### src/rtl/linear_feedback_shift_register.sv
// Fibonacci LFSR with lock-up guard and optional period-wrap flag.
// Build option: define LFSR_PERIOD_FLAG_EN to add the fim_periodo output.
// Ports:
//   clock       rising-edge clock
//   reset       asynchronous active-high reset, loads the effective seed
//   sequencia   [1:WIDTH] state, bit 1 is the MSB and the feedback entry
//   fim_periodo (LFSR_PERIOD_FLAG_EN only) 1 in the cycle the state wraps
module linear_feedback_shift_register #(
  parameter int WIDTH = 4,
  parameter logic [WIDTH-1:0] SEED = {1'b1, {(WIDTH-1){1'b0}}}
) (
  input  logic           clock,
  input  logic           reset,
  output logic [1:WIDTH] sequencia
`ifdef LFSR_PERIOD_FLAG_EN
  ,
  output logic           fim_periodo
`endif
);

  generate
    if (WIDTH < 3 || WIDTH > 8) begin : g_bad_width
      $error("linear_feedback_shift_register: WIDTH must be 3..8");
    end
  endgenerate

  // Tap masks written over positions [1:8]; position n is bit index n.
  function automatic logic [1:8] tap_mask(input int w);
    logic [1:8] m;
    m = 8'b0000_0000;
    unique case (w)
      3: m = 8'b0110_0000;
      4: m = 8'b0011_0000;
      5: m = 8'b0010_1000;
      6: m = 8'b0000_1100;
      7: m = 8'b0000_0110;
      8: m = 8'b0001_1101;
      default: m = 8'b0000_0000;
    endcase
    return m;
  endfunction

  localparam logic [1:8] TAP8 = tap_mask(WIDTH);
  localparam logic [1:WIDTH] TAPS = TAP8[1:WIDTH];

  // An all-zero seed would lock the register, so fall back to MSB-only.
  localparam logic [1:WIDTH] SEED_EFF =
    (SEED == '0) ? {1'b1, {(WIDTH-1){1'b0}}} : SEED;

  logic [1:WIDTH] state;
  logic [1:WIDTH] shifted;
  logic [1:WIDTH] nxt;
  logic           feedback;
  logic           lockup;

  assign feedback = ^(state & TAPS);
  assign shifted  = {feedback, state[1:WIDTH-1]};
  assign lockup   = (state == '0);
  assign nxt      = lockup ? SEED_EFF : shifted;

  always_ff @(posedge clock or posedge reset) begin
    if (reset) begin
      state <= SEED_EFF;
    end else begin
      state <= nxt;
    end
  end

  assign sequencia = state;

`ifdef LFSR_PERIOD_FLAG_EN
  // Only a wrap through feedback counts; reset and lock-up recovery do not.
  always_ff @(posedge clock or posedge reset) begin
    if (reset) begin
      fim_periodo <= 1'b0;
    end else begin
      fim_periodo <= !lockup && (shifted == SEED_EFF);
    end
  end
`endif

endmodule

### config.mk
export PLATFORM = sky130hd
export DESIGN_NAME = linear_feedback_shift_register
export DESIGN_NICKNAME = d
export VERILOG_FILES = /design/src/rtl/linear_feedback_shift_register.sv
export SDC_FILE = /design/constraint.sdc
export NUM_CORES = 1
export LEC_CHECK = 0
export ABC_AREA = 0
export BUFFER_PORTS_ARGS = -buffer_cell sky130_fd_sc_hd__buf_4
export CAP_MARGIN = 20
export CORE_AREA = 2 2 39 41
export DETAILED_ROUTE_END_ITERATION = 12
export DIE_AREA = 0 0 41 43
export SLEW_MARGIN = 20
export SYNTH_ARGS = -nofsm -noshare
export SYNTH_HDL_FRONTEND = slang
export SYNTH_SLANG_ARGS = --single-unit
### constraint.sdc
create_clock -name clock -period 1.4 [get_ports clock]
set_input_delay 0.07 -clock clock [delete_from_list [all_inputs] [get_ports clock]]
set_output_delay 0.07 -clock clock [all_outputs]
set_load 0.01 [all_outputs]
# Yosys cells after proc, flatten, opt, wreduce, memory -nomap -nowiden
# Index checks and enable logic that the tools add are counted.
# totals
reg_bits	4
latch_bits	0
mem_bits_rw	0
rom_bits	0
inputBits	2
out_inout_bits	4
elab_cells	4
memories	0
# op_classes
n_addsub	0
n_mul	0
n_div	0
n_lt_le_gt_ge	0
eq_ne	0
n_shift	0
muxes	1
n_bitwise	0
n_reduce_logical	2
# ops
cell	count
logical NOT 4 bit	1
2-to-1 mux 4 bit	1
parity 4 bit	1

# Logic depth before layout (Yosys ltp)
# Gate-level depths: netlist (run 1).
# depth
ltp_word	2
depth_mapped	4
ltp_nobuf	4

# Worst setup path before layout (run 1)
# Ideal clock, no wire load.
# synth_timing
path_kind	register to register
start	register state, in the netlist sequencia[4]
end	register state, in the netlist sequencia[1]
setup_time_ps	82
arrival_time_ps	931
t_required_ps	1318
slack_ps	387
path_stages_with_launch	5
n_path_buf	0
synth_period_minus_slack_ps	1013
path_cell_list	dfrtp_1 inv_1 ha_1 nor3b_2 or2_1
# synth_between
elab_chain_cells	2
word_cells_on_any_way	3
cone_classes	mux (1); reduce/logical (2)
# synth_lines
element	line_no	source
from (decl)	50	logic [1:WIDTH] state;
from (signal assigned)	65	state <= nxt;
parity 4 bit / logical NOT 4 bit (equally long branches)	56, 58	
2-to-1 mux 4 bit (*)	59	assign nxt = lockup ? SEED_EFF : shifted;
net nxt, one bit	52	logic [1:WIDTH] nxt;
# Mark *: on every way through the listed nets, which the timed path passes. The rest lies on a longest branch.

# Worst setup path after layout (run 1)
# Same ends and word-level chain as after synthesis.

==> metrics.yaml, run 1 <==
grt_pass1_vias: 116
cts_tree: "done"
h-tree-depth: 1
diodes: 0
drive_above_1_share: 0.4762
arrival_ns: 1.15
synth_compound_gate_area_share: 0
cp-start-kind: "register"
fillers: 164
yosysWarnings: 0
grt_max_degree: 5
maxCapViolations: 0
yosys.cell_types.count: 8
io_buffers: 5
antenna_found_initial: 0
synth_top_flop_cell: "dfrtp_1"
setup_viol: 0
largest_reg_flops: 4
crit_chain: "inv_1 -> ha_1 -> nor3b_2 -> or2_1"
synth_nets: 16
post-dp-hpwl_um: 200.7
area_growth_pct: 55.65
via_count: 102
clk_pin_slew_ns: 0.04
cpLargestDelayFamily: "simple AND/OR/NAND/NOR gates"
slew_headroom: 0.9007
drt_first_pass_iters: 1
synthArstFlopShare: 1.000
rsz0062_at_grt: "no"
slew_violations: 0
reg2reg_from: "sequencia[4]"
max_freq_ghz: 0.9980
status: "finished clean"
leakagePower_nw: 0.1180
wl_um: 243
synthMuxAreaShare: 0
synth.top_cell.area_share: 0.4839
drc_errors: 0
worstPathMaxFanout: 2
die_w_um: 41
ys_ff_latch: 4
start_util: 0.1121
netlist_instances: 13
hp-class: "input port to asynchronous set/reset pin"
numCtsBuffers: 3
grt_usage: 0.04234
core_area_mm2: 0.001384
cp.required_ns: 1.55
min_period_ns: 1.002
ant_nets: 0
io_pins: 6
synth_fa_ha_area_frac: 0.08065
tightest_slew_ns: 0.1489
synth_top_family_by_area: "simple AND/OR/NAND/NOR gates"
fin_ws_ns: 0.3980
grt_remaining_overflow: 0
num_rows: 14
place_ws_ns: 0.4011
seq_area_frac_synth: 0.6532
gp_congestion: 0.5541
clkLatencyLatePin_ns: 0.23
clock_path_buffers: 2
endpoint_kind: "register"
synthSimpleGateAreaFrac: 0.1452
post_drt_wl_per_cell_um: 6.568
synth_area_leaders: "dfrtp_1 (48%), dfstp_2 (17%), ha_1 (8.1%)"
viasPerCell: 2.757
cts_sinks: 4
slowest_stage: "dfrtp_1"
final.setup_skew_ns: 0.007939
post-cts-setup-buffer-count: 0
synth-edff-count: 0
peakVddDrop_v: 0.0001667
grt_pass1_wl_um: 386
slowest_delay_ns: 0.34
synth_top_cells_by_count: "dfrtp_1 (3), inv_1 (3), clkbuf_1 (2)"
startpoint: "sequencia[4]"
die_h_um: 43
yosysTopAreaCell: "dfrtp_1"
clockRootBuffer: "clkbuf_4"
cp.buffers_inverters: 1
period_share: 0.7157
nets: 25
drtIter0Drc: 0
setup_tns_ns: 0
die_area_mm2: 0.001763
worstSetupPathType: "register to register"
synth_area_um2: 155.1
hold_viol: 0
synthXorXnorAreaFrac: 0
postSynthAreaPerCell_um2: 11.93
power_density_mw_per_mm2: 1142
metrics by stage:
stage                     hold WS (ns)  total power [W]  utilization  cell area [µm²]  std cells
after floorplan                -0.1646        0.0001197            -            155.1         13
after global placement        -0.03463        0.0001222       0.1483            205.2         32
after detailed placement      -0.03012        0.0001223       0.1483            205.2         32
after CTS                       0.2674        0.0002859       0.1745            241.5         37
after global routing            0.3004        0.0002902       0.1745            241.5         37
final                           0.2720        0.0002759       0.1745            241.5         37
path summary, 6_finish.rpt:
check                               end  cells after the start  slack, ns
min reg2reg                sequencia[2]                      0       0.41
max reg2reg                sequencia[1]                      4       0.40
min                        sequencia[4]                      3       0.27
min in group clock         sequencia[2]                      0       0.41
max in group asynchronous  sequencia[1]                      3       0.89
max                        sequencia[1]                      4       0.40
power by group:
| group | internal, W | switching (W) | total, W | leakage, nW |
|---|---|---|---|---|
| Clock | 0.000107 | 0.0000462 | 0.000153 | 0.0150 |
| Combinational | 0.00000375 | 0.00000271 | 0.00000645 | 0.0547 |
| Sequential | 0.000116 | 0 | 0.000116 | 0.0484 |
kinds of logic after synthesis:
| logic type | after synthesis |
|---|---|
| AND/OR/NAND/NOR | 3 |
| buffers and inverters | 5 |
| flip-flops | 4 |
| adder cells (fa/ha/maj) | 1 |
worst register-to-register path, cell delays in order, from the launching register on:
cell and delay, ns:
dfrtp_1 0.34, inv_1 0.04, ha_1 0.18, nor3b_2 0.15, or2_1 0.21
placed cells by master (no fill, tap or decap):
master / n
dfstp_2: 1
ha_1: 1
nor3b_2: 1
buf_4: 5
nor2_1: 1
dfrtp_1: 3
clkbuf_4: 3
clkbuf_1: 1
dlygate4sd3_1: 1
or2_1: 1
inv_1: 3
layer usage:
layer,vias to the layer above,track usage,share of wire
met1,47,0.02280,0.34
met5,-,0,0
met3,0,0.06283,0.15
met2,4,0.05313,0.51
li1,51,-,-
met4,0,0.04000,0
what timing repair did:
action                                 4_1_cts  5_1_grt
resized for setup                            0        0
endpoints found under the hold margin        4        0
hold buffers                                 1        0
layout make-up:
class,count,area [µm²],area share
inverters,3,11.26,0.04663
flip-flops and latches,4,101.3,0.4197
well taps,16,20.02,0.08290
multi-input cells,4,35.03,0.1451
repair buffers,6,47.55,0.1969
clock buffers,4,26.28,0.1088
(Power assumes the default switching activity.)
==> inputs of run 2 (changes only) <==
==> constraint.sdc (replaced) <==
create_clock -name clock -period 0.9 [get_ports clock]
set_input_delay 0.045 -clock clock [delete_from_list [all_inputs] [get_ports clock]]
set_output_delay 0.045 -clock clock [all_outputs]
set_load 0.01 [all_outputs]
==> run 2 against run 1 <==
Compared with the run above: core utilization increased by 3.3 points; clock power increased by 56%; combinational power increased by 55%; worst setup slack got worse by 0.47 ns; largest cell class unchanged; the flow now finishes with violations (negative setup slack); register-to-register slack got worse by 0.47 ns; cell count increased by 8.1%; worst hold slack got worse by 0.026 ns.
==> metrics.yaml, run 2 (same netlist as run 1, synthesis figures left out) <==
grt_remaining_overflow: 0
core_area_mm2: 0.001384
cts_sinks: 4
slew_headroom: 0.8936
power.total_w: 0.0004294
hold_viol: 0
clkLatencyLatePin_ns: 0.23
start_util: 0.1121
viasPerCell: 2.850
fin_ws_ns: -0.07567
power_switching_w: 0.00007631
peakVddDrop_v: 0.0002655
grt_pass1_wl_um: 407
hp-class: "input port to asynchronous set/reset pin"
placedCellCount: 33
grt_pass1_vias: 135
worstSetupPathType: "register to register"
seqPwrFrac: 0.422
grt_max_degree: 5
num_rows: 14
cts_tree: "done"
post_drt_wl_per_cell_um: 6.850
cp.required_ns: 1.05
antenna_found_initial: 0
slew_violations: 0
wl_um: 274
numCtsBuffers: 3
rsz0062_at_grt: "yes"
grt_usage: 0.04330
violations: "negative setup slack"
endpoint_kind: "register"
layout_commonest_cell: "buf_4"
fillers: 160
power_density_mw_per_mm2: 1499
setup_tns_ns: -0.1366
worstPathMaxFanout: 2
h-tree-depth: 1
final.setup_skew_ns: 0.008018
setup_viol: 3
maxCapViolations: 0
die_w_um: 41
cp-start-kind: "register"
stdcell_count: 40
io_buffers: 5
combPwrFrac: 0.023
most-common-layout-cells: "buf_4 (7), clkbuf_4 (3), dfrtp_1 (3)"
place_ws_ns: -0.09268
clock_path_buffers: 2
drive_above_1_share: 0.6667
period_share: 1.084
stdcell_area_um2: 286.5
die_h_um: 43
drt_first_pass_iters: 1
leakagePower_nw: 0.1312
min_period_ns: 0.9757
drc_errors: 0
clockRootBuffer: "clkbuf_4"
internal_power_w: 0.0003531
largest_reg_flops: 4
arrival_ns: 1.13
area_growth_pct: 84.68
max_freq_ghz: 1.025
ant_nets: 0
status: "complete, but fails checks"
die_area_mm2: 0.001763
via_count: 114
sw_frac_of_total: 0.1777
dpl_cell_area_um2: 212.7
gp_congestion: 0.5614
diodes: 0
tightest_slew_ns: 0.1596
clk_pin_slew_ns: 0.04
clkPwrFrac: 0.555
io_pins: 6
drtIter0Drc: 0
nets: 28
run 2: cell type report:
cell class,instances,area (µm²),area share
clock buffer,4,26.28,0.09170
inverter,3,11.26,0.03930
multi-input combinational,4,53.80,0.1878
sequential,4,101.3,0.3537
tap,16,20.02,0.06987
timing repair buffer,9,73.82,0.2576
run 2: what timing repair did:
item / CTS / global route
gates resized for setup: 3 / 3
cloned: 0 / 0
setup endpoints to repair: 3 / 3
buffers inserted: 1 / 1
hold buffers: 1 / 0
hold endpoints to repair: 4 / 0
pin swaps: 2 / 2
run 2: metal layers:
metal / vias to the layer above / track usage / share of wire
li1: 57 / - / -
met1: 53 / 0.01948 / 0.36
met4: 0 / 0.04000 / 0
met2: 4 / 0.05938 / 0.51
met3: 0 / 0.06283 / 0.12
met5: - / 0 / 0
run 2: worst paths after layout:
path | from | end | slack (ns) | depth (start not counted)
worst max-delay path | sequencia[3] | sequencia[1] | -0.08 | 4
worst min-delay path | reset | sequencia[4] | 0.25 | 3
worst max register to register | sequencia[3] | sequencia[1] | -0.08 | 4
worst min register to register | sequencia[1] | sequencia[2] | 0.43 | 0
max in group asynchronous | reset | sequencia[1] | 0.42 | 3
min in group clock | sequencia[1] | sequencia[2] | 0.43 | 0
run 2: power by group through the flow:
stage / Combinational [W] / Clock (W) / Sequential, W
after floorplan: 0.00000296 / 0 / 0.000183
final: 0.00000998 / 0.000238 / 0.000181
after global placement: 0.00000704 / 0 / 0.000183
after global routing: 0.0000116 / 0.000260 / 0.000181
after CTS: 0.0000105 / 0.000252 / 0.000181
after detailed placement: 0.00000713 / 0 / 0.000183
run 2: worst max-delay path, cell delays in order, from the launching register on:
cell and delay, ns:
dfrtp_1 0.35, inv_2 0.06, ha_4 0.14, nor3b_4 0.14
or2_1 0.21
run 2: stage by stage:
stage	utilization	hold WS (ns)
floorplan	-	-0.1896
global placement	0.1537	-0.05644
detailed placement	0.1537	-0.05491
CTS	0.1899	0.2442
global route	0.2071	0.2783
finish	0.2071	0.2460
